`src/rtl/rx_frontend_iqcal.sv`:
```
// rx_frontend_iqcal: ADC capture to DDC front end.
// Channel select/swap/invert/real-only, per-channel DC removal (fixed or
// auto-tracking), optional I/Q imbalance correction, saturating outputs,
// four-stage fixed-latency pipeline and a saturating ADC overflow counter.
// Optional macro: RX_IQCOMP_EN enables the magnitude/phase correction
// multipliers; without it stages 3 and 4 are plain delay registers.
module rx_frontend_iqcal #(
  parameter int unsigned BASE       = 0,
  parameter int unsigned IN_WIDTH   = 16,
  parameter int unsigned OUT_WIDTH  = 24,
  parameter int unsigned CORR_WIDTH = 18,
  parameter int unsigned DC_SHIFT   = 20
) (
  input  logic                 clk,
  input  logic                 rst,
  input  logic                 set_stb,
  input  logic [7:0]           set_addr,
  input  logic [31:0]          set_data,
  input  logic [IN_WIDTH-1:0]  adc_a,
  input  logic                 adc_ovf_a,
  input  logic [IN_WIDTH-1:0]  adc_b,
  input  logic                 adc_ovf_b,
  input  logic                 run,
  output logic [OUT_WIDTH-1:0] i_out,
  output logic [OUT_WIDTH-1:0] q_out,
  output logic                 strobe_out,
  output logic [15:0]          ovf_count
);

  localparam int unsigned OW  = OUT_WIDTH;
  localparam int unsigned IW  = IN_WIDTH;
  localparam int unsigned CW  = CORR_WIDTH;
  localparam int unsigned SW  = OUT_WIDTH + 2;
  localparam int unsigned AW  = OUT_WIDTH + DC_SHIFT;
  localparam int unsigned PAD = OUT_WIDTH - IN_WIDTH;

  localparam logic [OW-1:0] MAXV = {1'b0, {(OW-1){1'b1}}};
  localparam logic [OW-1:0] MINV = {1'b1, {(OW-1){1'b0}}};
  localparam logic [AW-1:0] AMAX = {1'b0, {(AW-1){1'b1}}};
  localparam logic [AW-1:0] AMIN = {1'b1, {(AW-1){1'b0}}};

  // Clamp a wide signed value into the output range.
  function automatic logic [OW-1:0] sat_out(input logic [SW-1:0] v);
    logic [SW-OW:0] top;
    top = v[SW-1:OW-1];
    if ((&top) || !(|top)) sat_out = v[OW-1:0];
    else                   sat_out = v[SW-1] ? MINV : MAXV;
  endfunction

  // Clamp the integrator sum into the accumulator range.
  function automatic logic [AW-1:0] sat_acc(input logic [AW:0] v);
    if (v[AW] == v[AW-1]) sat_acc = v[AW-1:0];
    else                  sat_acc = v[AW] ? AMIN : AMAX;
  endfunction

  // Setting bus decode
  logic w_wr_cfg, w_wr_dci, w_wr_dcq, w_wr_clr;
  assign w_wr_cfg = set_stb && (set_addr == 8'(BASE + 0));
  assign w_wr_dci = set_stb && (set_addr == 8'(BASE + 3));
  assign w_wr_dcq = set_stb && (set_addr == 8'(BASE + 4));
  assign w_wr_clr = set_stb && (set_addr == 8'(BASE + 5));

  logic w_unused;
  assign w_unused = ^{set_data[30:OW], 1'(CW)};

  logic r_swap, r_inv_q, r_real;

  // Configuration register
  always_ff @(posedge clk) begin
    if (rst) begin
      r_swap  <= 1'b0;
      r_inv_q <= 1'b0;
      r_real  <= 1'b0;
    end else if (w_wr_cfg) begin
      r_swap  <= set_data[0];
      r_inv_q <= set_data[1];
      r_real  <= set_data[2];
    end
  end

  // S1: channel select, left-align, optional Q inversion / real-only
  logic [OW-1:0] w_a_al, w_b_al, w_i_sel, w_q_sel, w_q_inv, w_q_s1;
  assign w_a_al  = {adc_a, {PAD{1'b0}}};
  assign w_b_al  = {adc_b, {PAD{1'b0}}};
  assign w_i_sel = r_swap ? w_b_al : w_a_al;
  assign w_q_sel = r_swap ? w_a_al : w_b_al;
  assign w_q_inv = (w_q_sel == MINV) ? MAXV : -w_q_sel;
  assign w_q_s1  = r_real ? '0 : (r_inv_q ? w_q_inv : w_q_sel);

  logic signed [OW-1:0] r_i1, r_q1;

  // S1 pipeline register
  always_ff @(posedge clk) begin
    if (rst) begin
      r_i1 <= '0;
      r_q1 <= '0;
    end else begin
      r_i1 <= w_i_sel;
      r_q1 <= w_q_s1;
    end
  end

  // S2: DC offset removal; offset is the top of each integrator
  logic signed [AW-1:0] r_acc_i, r_acc_q;
  logic                 r_auto_i, r_auto_q;
  logic signed [OW-1:0] w_ofs_i, w_ofs_q;
  logic signed [SW-1:0] w_i_diff, w_q_diff;
  logic signed [OW-1:0] r_i2, r_q2;

  assign w_ofs_i  = r_acc_i[AW-1 -: OW];
  assign w_ofs_q  = r_acc_q[AW-1 -: OW];
  assign w_i_diff = SW'(r_i1) - SW'(w_ofs_i);
  assign w_q_diff = SW'(r_q1) - SW'(w_ofs_q);

  // S2 pipeline register
  always_ff @(posedge clk) begin
    if (rst) begin
      r_i2 <= '0;
      r_q2 <= '0;
    end else begin
      r_i2 <= sat_out(w_i_diff);
      r_q2 <= sat_out(w_q_diff);
    end
  end

  // Auto-DC integrators; a bus write overrides a same-cycle update
  logic signed [AW:0] w_acc_i_sum, w_acc_q_sum;
  assign w_acc_i_sum = (AW+1)'(r_acc_i) + (AW+1)'(r_i2);
  assign w_acc_q_sum = (AW+1)'(r_acc_q) + (AW+1)'(r_q2);

  // DC offset integrators and auto-enable flags
  always_ff @(posedge clk) begin
    if (rst) begin
      r_acc_i  <= '0;
      r_acc_q  <= '0;
      r_auto_i <= 1'b0;
      r_auto_q <= 1'b0;
    end else begin
      if (w_wr_dci) begin
        r_acc_i  <= {set_data[OW-1:0], {DC_SHIFT{1'b0}}};
        r_auto_i <= set_data[31];
      end else if (r_auto_i && run) begin
        r_acc_i  <= sat_acc(w_acc_i_sum);
      end
      if (w_wr_dcq) begin
        r_acc_q  <= {set_data[OW-1:0], {DC_SHIFT{1'b0}}};
        r_auto_q <= set_data[31];
      end else if (r_auto_q && run) begin
        r_acc_q  <= sat_acc(w_acc_q_sum);
      end
    end
  end

  logic signed [OW-1:0] r_i3, r_q3;

`ifdef RX_IQCOMP_EN
  logic signed [CW-1:0]   r_mag, r_phase;
  logic signed [CW-1:0]   w_i_top;
  logic signed [2*CW-1:0] r_pm, r_pp;
  logic signed [2*CW-1:0] w_pm_sh, w_pp_sh;
  logic signed [SW-1:0]   w_term_i, w_term_q, w_i_sum, w_q_sum;

  // Correction coefficient registers
  always_ff @(posedge clk) begin
    if (rst) begin
      r_mag   <= '0;
      r_phase <= '0;
    end else begin
      if (set_stb && (set_addr == 8'(BASE + 1))) r_mag   <= set_data[CW-1:0];
      if (set_stb && (set_addr == 8'(BASE + 2))) r_phase <= set_data[CW-1:0];
    end
  end

  assign w_i_top = r_i2[OW-1 -: CW];

  // S3: products of I with both coefficients, data delayed alongside
  always_ff @(posedge clk) begin
    if (rst) begin
      r_pm <= '0;
      r_pp <= '0;
      r_i3 <= '0;
      r_q3 <= '0;
    end else begin
      r_pm <= (2*CW)'(w_i_top) * (2*CW)'(r_mag);
      r_pp <= (2*CW)'(w_i_top) * (2*CW)'(r_phase);
      r_i3 <= r_i2;
      r_q3 <= r_q2;
    end
  end

  assign w_pm_sh  = r_pm >>> (CW - 1);
  assign w_pp_sh  = r_pp >>> (CW - 1);
  assign w_term_i = SW'(w_pm_sh) <<< (OW - CW);
  assign w_term_q = SW'(w_pp_sh) <<< (OW - CW);
  assign w_i_sum  = SW'(r_i3) + w_term_i;
  assign w_q_sum  = SW'(r_q3) + w_term_q;

  // S4: apply correction terms with saturation
  always_ff @(posedge clk) begin
    if (rst) begin
      i_out <= '0;
      q_out <= '0;
    end else begin
      i_out <= sat_out(w_i_sum);
      q_out <= sat_out(w_q_sum);
    end
  end
`else
  // S3/S4: latency-matching delay without correction
  always_ff @(posedge clk) begin
    if (rst) begin
      r_i3  <= '0;
      r_q3  <= '0;
      i_out <= '0;
      q_out <= '0;
    end else begin
      r_i3  <= r_i2;
      r_q3  <= r_q2;
      i_out <= r_i3;
      q_out <= r_q3;
    end
  end
`endif

  logic [2:0] r_run_d;

  // Valid strobe: run delayed to match the data pipeline
  always_ff @(posedge clk) begin
    if (rst) begin
      r_run_d    <= '0;
      strobe_out <= 1'b0;
    end else begin
      r_run_d    <= {r_run_d[1:0], run};
      strobe_out <= r_run_d[2];
    end
  end

  // Saturating ADC overflow counter; clear wins over increment
  always_ff @(posedge clk) begin
    if (rst) begin
      ovf_count <= '0;
    end else if (w_wr_clr) begin
      ovf_count <= '0;
    end else if (run && (adc_ovf_a || adc_ovf_b) && (ovf_count != 16'hFFFF)) begin
      ovf_count <= ovf_count + 16'd1;
    end
  end

endmodule

```
`config.mk`:
```
export PLATFORM = sky130hd
export DESIGN_NAME = rx_frontend_iqcal
export DESIGN_NICKNAME = d
export VERILOG_FILES = /design/src/rtl/rx_frontend_iqcal.sv
export SDC_FILE = /design/constraint.sdc
export NUM_CORES = 1
export LEC_CHECK = 0
export BUFFER_PORTS_ARGS = -buffer_cell sky130_fd_sc_hd__buf_4
export CAP_MARGIN = 0
export CORE_ASPECT_RATIO = 0.5
export CORE_UTILIZATION = 45
export CTS_CLUSTER_SIZE = 20
export DETAILED_ROUTE_END_ITERATION = 7
export GPL_ROUTABILITY_DRIVEN = 1
export SYNTH_ARGS = -nofsm -noshare
export SYNTH_HDL_FRONTEND = slang
export SYNTH_SLANG_ARGS = --single-unit
```
`constraint.sdc`:
```
create_clock -name clk -period 8.8 [get_ports clk]
set_input_delay 1.76 -clock clk [delete_from_list [all_inputs] [get_ports clk]]
set_output_delay 1.76 -clock clk [all_outputs]
set_load 0.005 [all_outputs]
```
* Word level (Yosys, flattened, before mapping) *
Cells that the tools add are included.

operators by class
  reductions and logical operators = 24
  equal/unequal tests = 7
  muxes and demuxes = 16
  $add $sub $neg = 6

operators by type and width
  cell                                                                    number
  44-bit two-way mux                                                      8
  24-bit two-way mux                                                      8
  44-bit by 24-bit adder with 45-bit output                               2
  24-bit by 24-bit subtractor with 25-bit output                          2
  24-bit equality test (second input constant)                            1
  24-bit negator                                                          1
  16-bit by 1-bit adder with 16-bit output (second input constant)        1
  8-bit by 3-bit equality test with 1-bit output (second input constant)  2
  16-bit inequality test (second input constant)                          1
  8-bit by 2-bit equality test with 1-bit output (second input constant)  1
  1-bit logical AND                                                       8
  8-bit zero test                                                         1
  2-bit OR reduction                                                      4
  3-bit AND reduction                                                     2
  3-bit OR reduction                                                      2
  2-bit nonzero test                                                      2
  1-bit logical OR                                                        3
  1-bit equality test                                                     2
  1-bit zero test                                                         2

word-level totals
  bits in registers = 305
  word-level logic and storage cells = 73
  input port bits = 78
  output and inout port bits = 65

* Longest topological paths before layout *
  word-level depth = 5
  depth in mapped cells = 15
  depth with buffers taken out = 13

* Worst setup path before layout *
OpenSTA, ideal clock, no wires.

  kind = input-to-reg
  from = input adc_a[0]
  to = register r_q1[13]
  data arrival time = 3.757 ns
  slack = 4.973 ns
  stages = 10
  path buffers = 1
  cells stage by stage = mux2i_1 > ha_1 > o21ai_0 > or3b_2 > nor3_1 > and3_1 > and3_1 > nand3_1 > clkbuf_1 > a21oi_1

on the way
  cells in the longest elaborated chain, start to end = 4
  elaborated cells on any way between the ends = 5

RTL lines
  what                                                           RTL line  RTL
  start, declared                                                19        input logic [IN_WIDTH-1:0] adc_a,
  24-bit two-way mux (*)                                         86        assign w_q_sel = r_swap ? w_a_al : w_b_al;
  24-bit negator / 24-bit equality test (equally long branches)  87        assign w_q_inv = (w_q_sel == MINV) ? MAXV : -w_q_sel;
  24-bit two-way mux (*)                                         87
  24-bit two-way mux (*)                                         88        assign w_q_s1 = r_real ? '0 : (r_inv_q ? w_q_inv : w_q_sel);
  end signal, assigned                                           99        r_q1 <= w_q_s1;
  end, declared                                                  90        logic signed [OW-1:0] r_i1, r_q1;

Every way passes the cells marked *; elsewhere a longest branch is shown, timed or not.
A chain may end at the register's enable or synchronous reset.

* Final worst setup path *
  from = register r_q2[23]
  to = register r_acc_q[40]

on the way
  cells in the longest elaborated chain, start to end = 5
  elaborated cells on any way between the ends = 6

RTL lines
  what                                                              RTL line  RTL
  start, declared                                                   108       logic signed [OW-1:0] r_i2, r_q2;
  start signal, assigned                                            122       r_q2 <= sat_out(w_q_diff);
  44-bit by 24-bit adder with 45-bit output (*)                     129       assign w_acc_q_sum = (AW+1)'(r_acc_q) + (AW+1)'(r_q2);
  44-bit two-way mux / 1-bit equality test (equally long branches)  53, 52
  44-bit two-way mux (*)                                            52        if (v[AW] == v[AW-1]) sat_acc = v[AW-1:0];
  44-bit two-way mux (*)                                            148       end else if (r_auto_q && run) begin
  44-bit two-way mux (*)                                            145       if (w_wr_dcq) begin
  end signal, assigned                                              146       r_acc_q <= {set_data[OW-1:0], {DC_SHIFT{1'b0}}};
  end signal, assigned                                              149       r_acc_q <= sat_acc(w_acc_q_sum);
  end, declared                                                     104       logic signed [AW-1:0] r_acc_i, r_acc_q;

Every way passes the cells marked *; elsewhere a longest branch is shown, timed or not. The select of a mux whose other input is x is not followed.

==> metrics.cfg <==
[run_status]
outcome=complete, no violations

[grt]
grt_pass1_wl_mm=79.1
grt_overflow=0
grt_max_degree=70
gr-usage-all-layers=0.249
antenna_found_initial=0
grt_pass1_vias=14200

[clock_network]
htree_levels=1
numClockSinks=290
cts_hold_buf=0
cts_tree=done
clk_latency_ps=590
post_cts_buffers=0
cts-root-buf=clkbuf_16
numCtsBuffers=28
clockBufferDepth=3
cts_resized=0
path_clk_slew_ps=80

[setup_path]
end_kind=flip-flop
start_kind=flip-flop
worstPathMaxFanout=22
path_class=flip-flop to flip-flop
crit_required_ps=9300
arrival_ps=5260

[logic_synthesis]
netlist_top_cells_count=dfxtp_1, a21oi_1, nand2_1
synth_top_area_share=0.328
ys_seq_elements=290
yosys_warnings=0
yosys.cell_types.count=83
synthFlopType=dfxtp_1
syn-num-nets=2367
ys_seq_area_frac=0.328
netlist_area_um2=17700
syn_area_per_cell_um2=8.20
synth_cells=2155
postSynth.asyncResetShare=0
yosysMostFrequentCell=dfxtp_1
synth_area_leader_cell=dfxtp_1
synth_edf_count=0
ys_top_cells_by_area=dfxtp_1, ha_1, a21oi_1

[die]
fp.coreArea_um2=38000
fp-row-count=50
initial_core_util=0.465
ios=143
die_width_um=282
die_area_um2=40100
die_h_um=142

[sta]
skew_ps=27.9
slew_headroom=0.201
rsz0062_at_grt=false
drv_slew=0
fin_crit_sh=0.540
setup_tns_ps=0
worstMarginPinSlew_ps=1160
final.hold.worst_slack_ps=436
hold_viol_final=0
max_freq_mhz=210
finalCriticalPeriod_ps=4760
finalSetupViolations=0

[layout]
num-nets-final=2452
synthToLayoutAreaGrowth_pct=13.7
seq_area_um2=5810
fillers=3691
drive_gt1_frac=0.113
multi_input_area_um2=11100
antenna_cells=0

[pwr]
ir_drop_mv=0.171
pwr-share-clk=0.404
p_leak_uw=0.00811
pwr-share-seq=0.436
combinationalPowerShare=0.159
internal_power_uw=2350
powerDensity_nw_per_um2=163
p_sw_uw=934
power.share.switching=0.284

[route]
vias_per_cell=5.58
dr.pass1.iters=8
wl_per_cell_um=18.1
drtIter0Drc=1144
routed_wirelength_mm=50.4
drc_errors=0
ant_nets=0
via_count=15500

[placement]
place.gp.congestion=0.938
numPortBuffers=135
dp_hpwl_mm=37.9

[run]
maxCapViolCount=0

[hold_path]
hold_class=flip-flop to flip-flop

==> per-layer routing <==
layer / wire length [um] / track usage / share of wire / vias to the layer above
met2: 21000 / 0.373 / 0.42 / 362
met3: 2460 / 0.0327 / 0.049 / 75
met4: 1270 / 0.0632 / 0.025 / 0
met1: 25700 / 0.371 / 0.51 / 7205
met5: 0 / 0 / 0 / -
li1: - / - / - / 7873
==> final timing paths <==
path	to	slack, ps	cells after the start	from
worst max register to register	r_acc_q[40]$_SDFFE_PP0P_	4040	13	r_q2[23]$_SDFF_PP0_
worst max-delay path	r_acc_q[40]$_SDFFE_PP0P_	4040	13	r_q2[23]$_SDFF_PP0_
worst min-delay path	i_out[12]$_SDFF_PP0_	440	1	r_i3[12]$_SDFF_PP0_
worst min register to register	i_out[12]$_SDFF_PP0_	440	1	r_i3[12]$_SDFF_PP0_
==> critical path, stage by stage (launching register included) <==
cell and delay (ps):
dfxtp_1 310, buf_4 270, ha_1 330, a21oi_1 230, o21ai_0 210, a211o_1 370
or3_1 330, a21oi_1 280, or3_1 170, o211ai_2 310, buf_4 330, a211oi_2 1000
o21ai_0 260, a31oi_1 230
==> cell usage in the layout (no fill, tap or decap), types with 51 or more instances in the layout <==
cell,n
nor2_1,160
dfxtp_1,289
xor2_1,76
buf_4,153
nand2_1,166
o21ai_0,164
ha_1,131
a21oi_1,191
nor2b_1,121
xnor2_1,64
a31oi_1,51
nand3_1,77
inv_1,94
==> through the flow <==
step	setup WS [ps]	total power (uW)	instance area, um2	utilization	instances
CTS	4160	3320	20100	0.528	2782
global route	3650	3430	20100	0.528	2782
detailed placement	4170	1980	19100	0.502	2730
finish	4040	3280	20100	0.528	2782
floorplan	4970	1810	17700	-	2155
global placement	4280	1980	19100	0.502	2730
==> kinds of logic (layout without fill, tap and decap cells) <==
group	Yosys count	in the layout	share of synthesized area
AND/OR/NAND/NOR	679	679	0.191
AO/OA/AOI/OAI	637	637	0.224
flip-flops	290	290	0.328
buffers and inverters	193	300	0.0437
adder cells (fa/ha/maj)	173	173	0.118
XOR/XNOR	141	141	0.0703
multiplexers	42	42	0.0243
==> layout make-up <==
class	instances	share of cell area
timing repair buffer	154	0.0577
sequential	290	0.289
tap	520	0.0324
multi-input combinational	1672	0.553
clock inverter	21	0.0138
inverter	94	0.0176
clock buffer	31	0.0365
==> sequential cells by signal, summed over array words and instances, names as in the netlist, 24 cells and up <==
signal	cells
r_acc_i	44
r_q2	24
q_out	24
r_i2	24
r_i3	24
r_acc_q	44
i_out	24
r_q3	24
==> power groups by stage <==
stage | sequential [uW] | clock (uW) | combinational, uW
final | 1430 | 1330 | 523
after detailed placement | 1460 | 0 | 518
after CTS | 1430 | 1360 | 522
after global placement | 1470 | 0 | 517
after floorplan | 1440 | 0 | 370
after global routing | 1440 | 1420 | 578
Note: power is estimated with default switching activity, not from simulation.
